==> src/rtl/aes_key_schedule_seq.sv <==
// AES S-box lookup and sequential AES key schedule (128/192/256-bit keys).
// The schedule emits one 32-bit word per cycle and hands out each 128-bit
// round key over a valid/ready port.

module sbox (
    input  logic [7:0] a,
    output logic [7:0] y
);
    // FIPS-197 S-box; byte a sits at bit offset 8*(255-a) == {~a, 3'b000}
    localparam logic [2047:0] SBOX = {
        128'h637c777bf26b6fc53001672bfed7ab76,
        128'hca82c97dfa5947f0add4a2af9ca472c0,
        128'hb7fd9326363ff7cc34a5e5f171d83115,
        128'h04c723c31896059a071280e2eb27b275,
        128'h09832c1a1b6e5aa0523bd6b329e32f84,
        128'h53d100ed20fcb15b6acbbe394a4c58cf,
        128'hd0efaafb434d338545f9027f503c9fa8,
        128'h51a3408f929d38f5bcb6da2110fff3d2,
        128'hcd0c13ec5f974417c4a77e3d645d1973,
        128'h60814fdc222a908846eeb814de5e0bdb,
        128'he0323a0a4906245cc2d3ac629195e479,
        128'he7c8376d8dd54ea96c56f4ea657aae08,
        128'hba78252e1ca6b4c6e8dd741f4bbd8b8a,
        128'h703eb5664803f60e613557b986c11d9e,
        128'he1f8981169d98e949b1e87e9ce5528df,
        128'h8ca1890dbfe6426841992d0fb054bb16
    };

    // Combinational table lookup
    always_comb begin
        y = SBOX[{~a, 3'b000} +: 8];
    end
endmodule

module aes_key_schedule_seq #(
    parameter logic [2:0]  MODE_MASK = 3'b111,
    parameter int unsigned RK_IDX_W  = 4
) (
    input  logic                clk,
    input  logic                rst_n,
    input  logic                start,
    input  logic [1:0]          key_mode,
    input  logic [255:0]        key,
    input  logic                abort,
    output logic [127:0]        rk_data,
    output logic [RK_IDX_W-1:0] rk_idx,
    output logic                rk_valid,
    input  logic                rk_ready,
    output logic                busy,
    output logic                done,
    output logic                err
);
    localparam logic [0:0] IDLE = 1'b0;
    localparam logic [0:0] RUN  = 1'b1;

    logic [0:0]   state;
    logic [1:0]   mode_q;
    logic [255:0] key_q;
    logic [5:0]   i;        // index of the next schedule word
    logic [2:0]   j;        // i mod Nk, kept as a wrapping counter
    logic [7:0]   rcon;
    logic [31:0]  win [8];  // win[7] = w[i-1] ... win[0] = w[i-8]
    logic [31:0]  pbuf [3]; // words of the round key being assembled
    logic         err_q;

    logic [5:0]   nk;
    logic [5:0]   total;
    logic [3:0]   nr;
    logic [31:0]  kw [8];
    logic [31:0]  prev_w, back_w, sub_in, sub_out, w_new;
    logic         legal, advance, xfer, done_c;

    // Per-mode constants of the latched run
    always_comb begin
        case (mode_q)
            2'b00:   begin nk = 6'd4; total = 6'd44; nr = 4'd10; end
            2'b01:   begin nk = 6'd6; total = 6'd52; nr = 4'd12; end
            default: begin nk = 6'd8; total = 6'd60; nr = 4'd14; end
        endcase
    end

    // Next schedule word and handshake qualifiers
    always_comb begin
        for (int unsigned n = 0; n < 8; n++) begin
            kw[n] = key_q[255 - 32*n -: 32];
        end
        prev_w = win[7];
        back_w = win[3'(6'd8 - nk)];
        sub_in = (j == 3'd0) ? {prev_w[23:0], prev_w[31:24]} : prev_w;
        if (i < nk)
            w_new = kw[i[2:0]];
        else if (j == 3'd0)
            w_new = back_w ^ sub_out ^ {rcon, 24'h0};
        else if (nk == 6'd8 && j == 3'd4)
            w_new = back_w ^ sub_out;
        else
            w_new = back_w ^ prev_w;

        legal   = (key_mode == 2'b00 && MODE_MASK[0]) ||
                  (key_mode == 2'b01 && MODE_MASK[1]) ||
                  (key_mode == 2'b10 && MODE_MASK[2]);
        xfer    = rk_valid && rk_ready;
        advance = (state == RUN) && (i < total) && !(rk_valid && !rk_ready);
        done_c  = (state == RUN) && !abort && xfer && (rk_idx == RK_IDX_W'(nr));
    end

    for (genvar b = 0; b < 4; b++) begin : g_sub
        sbox u_sbox (.a(sub_in[8*b +: 8]), .y(sub_out[8*b +: 8]));
    end

    assign busy = (state == RUN);
    assign done = done_c;
    assign err  = err_q;

    // Run control, word generation and round-key output register
    always_ff @(posedge clk or negedge rst_n) begin
        if (!rst_n) begin
            state    <= IDLE;
            mode_q   <= 2'b00;
            key_q    <= '0;
            i        <= '0;
            j        <= '0;
            rcon     <= 8'h01;
            err_q    <= 1'b0;
            rk_data  <= '0;
            rk_idx   <= '0;
            rk_valid <= 1'b0;
            for (int unsigned n = 0; n < 8; n++) win[n] <= '0;
            for (int unsigned n = 0; n < 3; n++) pbuf[n] <= '0;
        end else begin
            err_q <= 1'b0;
            if (state == IDLE) begin
                if (start) begin
                    if (legal) begin
                        state  <= RUN;
                        key_q  <= key;
                        mode_q <= key_mode;
                        i      <= '0;
                        j      <= '0;
                        rcon   <= 8'h01;
                    end else begin
                        err_q <= 1'b1;
                    end
                end
            end else if (abort) begin
                state    <= IDLE;
                rk_valid <= 1'b0;
            end else begin
                if (xfer) rk_valid <= 1'b0;
                if (done_c) state <= IDLE;
                if (advance) begin
                    for (int unsigned n = 0; n < 7; n++) win[n] <= win[n+1];
                    win[7] <= w_new;
                    i <= i + 6'd1;
                    j <= ({3'b000, j} == nk - 6'd1) ? 3'd0 : j + 3'd1;
                    if (i >= nk && j == 3'd0)
                        rcon <= {rcon[6:0], 1'b0} ^ (rcon[7] ? 8'h1b : 8'h00);
                    // a load on the same edge as a transfer keeps rk_valid high
                    case (i[1:0])
                        2'd0: pbuf[0] <= w_new;
                        2'd1: pbuf[1] <= w_new;
                        2'd2: pbuf[2] <= w_new;
                        default: begin
                            rk_data  <= {pbuf[0], pbuf[1], pbuf[2], w_new};
                            rk_idx   <= RK_IDX_W'(i >> 2);
                            rk_valid <= 1'b1;
                        end
                    endcase
                end
            end
        end
    end
endmodule

==> config.mk <==
export PLATFORM = sky130hd
export DESIGN_NAME = aes_key_schedule_seq
export DESIGN_NICKNAME = d
export VERILOG_FILES = /design/src/rtl/aes_key_schedule_seq.sv
export SDC_FILE = /design/constraint.sdc
export NUM_CORES = 2
export LEC_CHECK = 0
export BUFFER_PORTS_ARGS = -buffer_cell sky130_fd_sc_hd__buf_2
export CELL_PAD_IN_SITES_DETAIL_PLACEMENT = 1
export CELL_PAD_IN_SITES_GLOBAL_PLACEMENT = 1
export CORE_UTILIZATION = 34
export DETAILED_ROUTE_END_ITERATION = 6
export HOLD_SLACK_MARGIN = 0.15
export PLACE_DENSITY = 0.63
export SLEW_MARGIN = 20
export SYNTH_ARGS = -nofsm -noshare
export SYNTH_HDL_FRONTEND = slang
export SYNTH_SLANG_ARGS = --single-unit
export TNS_END_PERCENT = 30
==> constraint.sdc <==
create_clock -name clk -period 5.42 [get_ports clk]
set_input_delay 0.271 -clock clk [delete_from_list [all_inputs] [get_ports clk]]
set_output_delay 0.271 -clock clk [all_outputs]
set_load 0.05 [all_outputs]
==> run_results.csv <==
group,metric,value,unit
placement,placedInstanceArea,54320,µm²
routing,ant_nets,0,
synthesis,synthMuxAreaShare,0.1535,
timing,clock.fmax,188.4,MHz
cts,cts_tree,"yes",
synthesis,synthTopCellsByArea,"dfrtp_1 39%, nand2_1 10%, mux2_2 8.1%, mux2i_1 4.0%, mux4_2 3.1%",
outcome,outcome,"finished with violations",
global_route,grt_pass1_wl,389.9,mm
cts,cts_max_level,3,
timing,slew_viol_final,0,
synthesis,syn-num-nets,5806,
routing,drtIter0Drc,5286,
floorplan,die_area,143400,µm²
worst_hold_path,hold_class,"in -> async",
synthesis,syn_inst,5500,
global_route,antenna_found_initial,26,
timing,slew_headroom,0.2158,
setup_path,r2r_end,"pbuf[41]",
synthesis,synth_fa_ha_area_frac,0.01136,
outcome,failed_checks,"DRC",
cts,clkTransAtPathRegs,0.06,ns
cells_and_area,final_nets,6492,
synthesis,synth_top_area_frac,0.3947,
synthesis,synth.avg_cell_area,8.771,µm²
routing,via_per_inst,6.154,
global_route,overflow,0,
routing,drt_first_pass_iters,7,
placement,dp_slack,-0.02116,ns
floorplan,pin_count,399,
setup_path,cp_data_arrival_time,5.83,ns
placement,gp_congestion,1.009,
synthesis,synth_compound_area_frac,0.1958,
flow_run,max-cap-violations,0,
setup_path,start_kind,"flop",
cts,ctsLongestPathBuffers,3,
synthesis,synth_area,48240,µm²
global_route,first_global_vias,52140,
floorplan,core_area,140200,µm²
cts,worstSkewPairLatency,0.73,ns
floorplan,fp.dieW,378.7,µm
timing,min_period_over_period,0.9792,
cells_and_area,post-route-util,0.4277,
timing,setup_viol,0,
floorplan,initial_core_util,0.3441,
cts,cts_buffers,89,
setup_path,reg2reg_depth,17,
synthesis,synth_top_area_cell,"dfrtp_1",
timing,rsz0062_at_grt,"no",
timing,fin_skew,0.07124,ns
setup_path,r2r_slack,0.11,ns
routing,post_drt_wl_per_cell,33.35,µm
synthesis,yosys.area_share.simple,0.1888,
global_route,grt_start_max_net_pins,162,
synthesis,ys_ff_latch,762,
global_route,grt_util_all_layers,0.3731,
synthesis,synthXorXnorAreaFrac,0.005628,
placement,port_buffers,398,
setup_path,cp-end-kind,"flop",
synthesis,ys_async_sr_fraction,1.000,
synthesis,synth_top_family_by_area,"compound AO/OA/AOI/OAI gates",
timing,hold_viol,0,
cells_and_area,syn2layout_area_growth,24.30,%
routing,drt_wl_total,271.5,mm
cts,cts.sinks,762,
cts,cts-root-buf,"clkbuf_16",
timing,fin_ws,0.1125,ns
cells_and_area,final_area,59960,µm²
timing,worst_pin_slew,1.147,ns
synthesis,synth_ff_type,"dfrtp_1",
synthesis,synth-edff-count,0,
synthesis,ys.warnings.count,0,
synthesis,seq_area_frac_synth,0.3953,
floorplan,rows,137,
floorplan,die_h,378.7,µm
routing,drc,5,
timing,fin_crit,5.307,ns
synthesis,ys_types,100,
cts,cts_setup_buffers,0,
setup_path,path_class,"reg -> reg",
cells_and_area,drive_gt1_frac,0.2339,
setup_path,path_max_fanout,11,
setup_path,cp.required,5.95,ns
routing,num_vias,50090,
setup_path,reg2reg_from,"j[1]",
placement,place.detailed.hpwl,188.4,mm
-- state kept, by name, indices dropped and copies added (netlist names), 3 cells and up --
register / flops
i: 6
j: 3
key_q: 256
pbuf: 96
prev_w: 32
rcon: 8
rk_data: 128
rk_idx: 4
win: 224
-- cells in the final DEF, fill, tap and decap left out, types with 20 or more instances in the layout --
cell type / netlist / layout
and3_1: 23 / 23
o22ai_1: 40 / 40
nand2_1: 1338 / 1337
nor3_1: 88 / 88
nor4_1: 21 / 21
a2111oi_0: 28 / 26
dfrtp_1: 761 / 756
nand2b_1: 35 / 35
inv_1: 44 / 44
mux2i_1: 194 / 186
mux2_2: 345 / 345
a31oi_1: 80 / 80
dlygate4sd3_1: 0 / 267
nor2_1: 300 / 298
o2111ai_1: 23 / 23
a221oi_1: 35 / 35
nand3b_1: 21 / 21
nand3_1: 117 / 117
o21ai_0: 280 / 274
o311ai_0: 33 / 33
ha_1: 43 / 43
clkbuf_1: 305 / 22
o31ai_1: 54 / 53
buf_2: 119 / 397
mux4_2: 66 / 66
nor2b_1: 28 / 28
a211o_1: 25 / 25
a22oi_1: 20 / 20
a211oi_1: 110 / 108
clkbuf_16: 0 / 89
o32ai_1: 21 / 21
buf_4: 16 / 400
nand4_1: 34 / 34
a21oi_1: 263 / 262
buf_12: 0 / 35
o211ai_1: 95 / 95
a311oi_1: 39 / 39
o221ai_1: 34 / 34
-- cells by family (layout without fill, tap and decap cells) --
logic type	count (synthesis)	after routing
other	0	13
flip-flops	762	762
AO/OA/AOI/OAI	1377	1377
adder cells (fa/ha/maj)	44	44
multiplexers	611	611
buffers and inverters	559	1310
XOR/XNOR	31	31
AND/OR/NAND/NOR	2116	2116
-- metal layers --
layer  vias up  wire, µm  GRT usage  part of all wire
met5         -        84          0           0.00031
met4        14     14910     0.1765             0.055
met3       627     18090    0.06402             0.067
met2      2217    124000     0.5935              0.46
met1     25940    114400     0.4914              0.42
li1      21290         -          -                 -
-- what timing repair did --
item | CTS | global route
endpoints found under the setup margin | 4 | 9
hold buffers | 267 | 0
gates cloned | 0 | 0
hold endpoints to repair | 391 | 0
gates resized for setup | 1 | 3
-- final cells by class --
cell class | count | area, µm²
Sequential cell | 762 | 19080
Multi-Input combinational cell | 4179 | 26990
Antenna cell | 13 | 32.53
Tap cell | 1876 | 2347
Timing Repair Buffer | 1100 | 8378
Clock buffer | 128 | 2544
Fill cell | 16230 | 80250
Inverter | 54 | 202.7
Clock inverter | 28 | 386.6
-- per-stage QoR --
step                instances  setup TNS (ns)  hold WS (ns)
global placement         7704               0        0.2866
global route             8136               0        0.2042
floorplan                5500               0      -0.02459
detailed placement       7704        -0.06684        0.2911
finish                   8140               0        0.1569
CTS                      8127               0        0.1521
-- critical path, stage by stage (launching register included) --
cell and delay (ns):
dfrtp_1 0.40, inv_1 0.11, ha_1 0.29, nor2b_4 0.48
mux2_4 0.41, ha_1 0.45, and2_1 0.19, mux2i_1 0.12
buf_4 0.21, and3_1 0.16, a211oi_1 0.27, o32ai_1 0.14
buf_4 0.15, a22oi_1 0.24, o211ai_1 0.22, xnor2_1 0.22
a21oi_1 0.81, o21ai_0 0.22
-- worst max path at each step --
stage	startpoint	end	slack [ns]	depth (start not counted)
floorplan	j[1]	pbuf[19]	1.11	17
global placement	j[1]	pbuf[76]	0.10	18
finish	j[1]	pbuf[41]	0.11	17
detailed placement	j[1]	pbuf[76]	-0.02	18
global route	j[1]	pbuf[44]	0.03	18
CTS	j[1]	prev_w[28]	0.20	18
-- synthesized netlist by cell type, types with 23 or more instances --
master	number
dfrtp_1	761
o31ai_1	54
mux4_2	66
nand4_1	34
o211ai_1	95
inv_1	44
o22ai_1	40
a211oi_1	110
nand2_1	1338
o21ai_0	280
nand3_1	117
buf_2	119
nor2_1	300
mux2i_1	194
o221ai_1	34
and3_1	23
nor2b_1	28
a2111oi_0	28
a31oi_1	80
a311oi_1	39
o311ai_0	33
a211o_1	25
mux2_2	345
a221oi_1	35
nor3_1	88
nand2b_1	35
ha_1	43
clkbuf_1	305
a21oi_1	263
buf_1	53
o2111ai_1	23
Power is left out: the tool's default activity adds up to more than one toggle a clock period on the data nets, which glitch-free logic cannot reach.
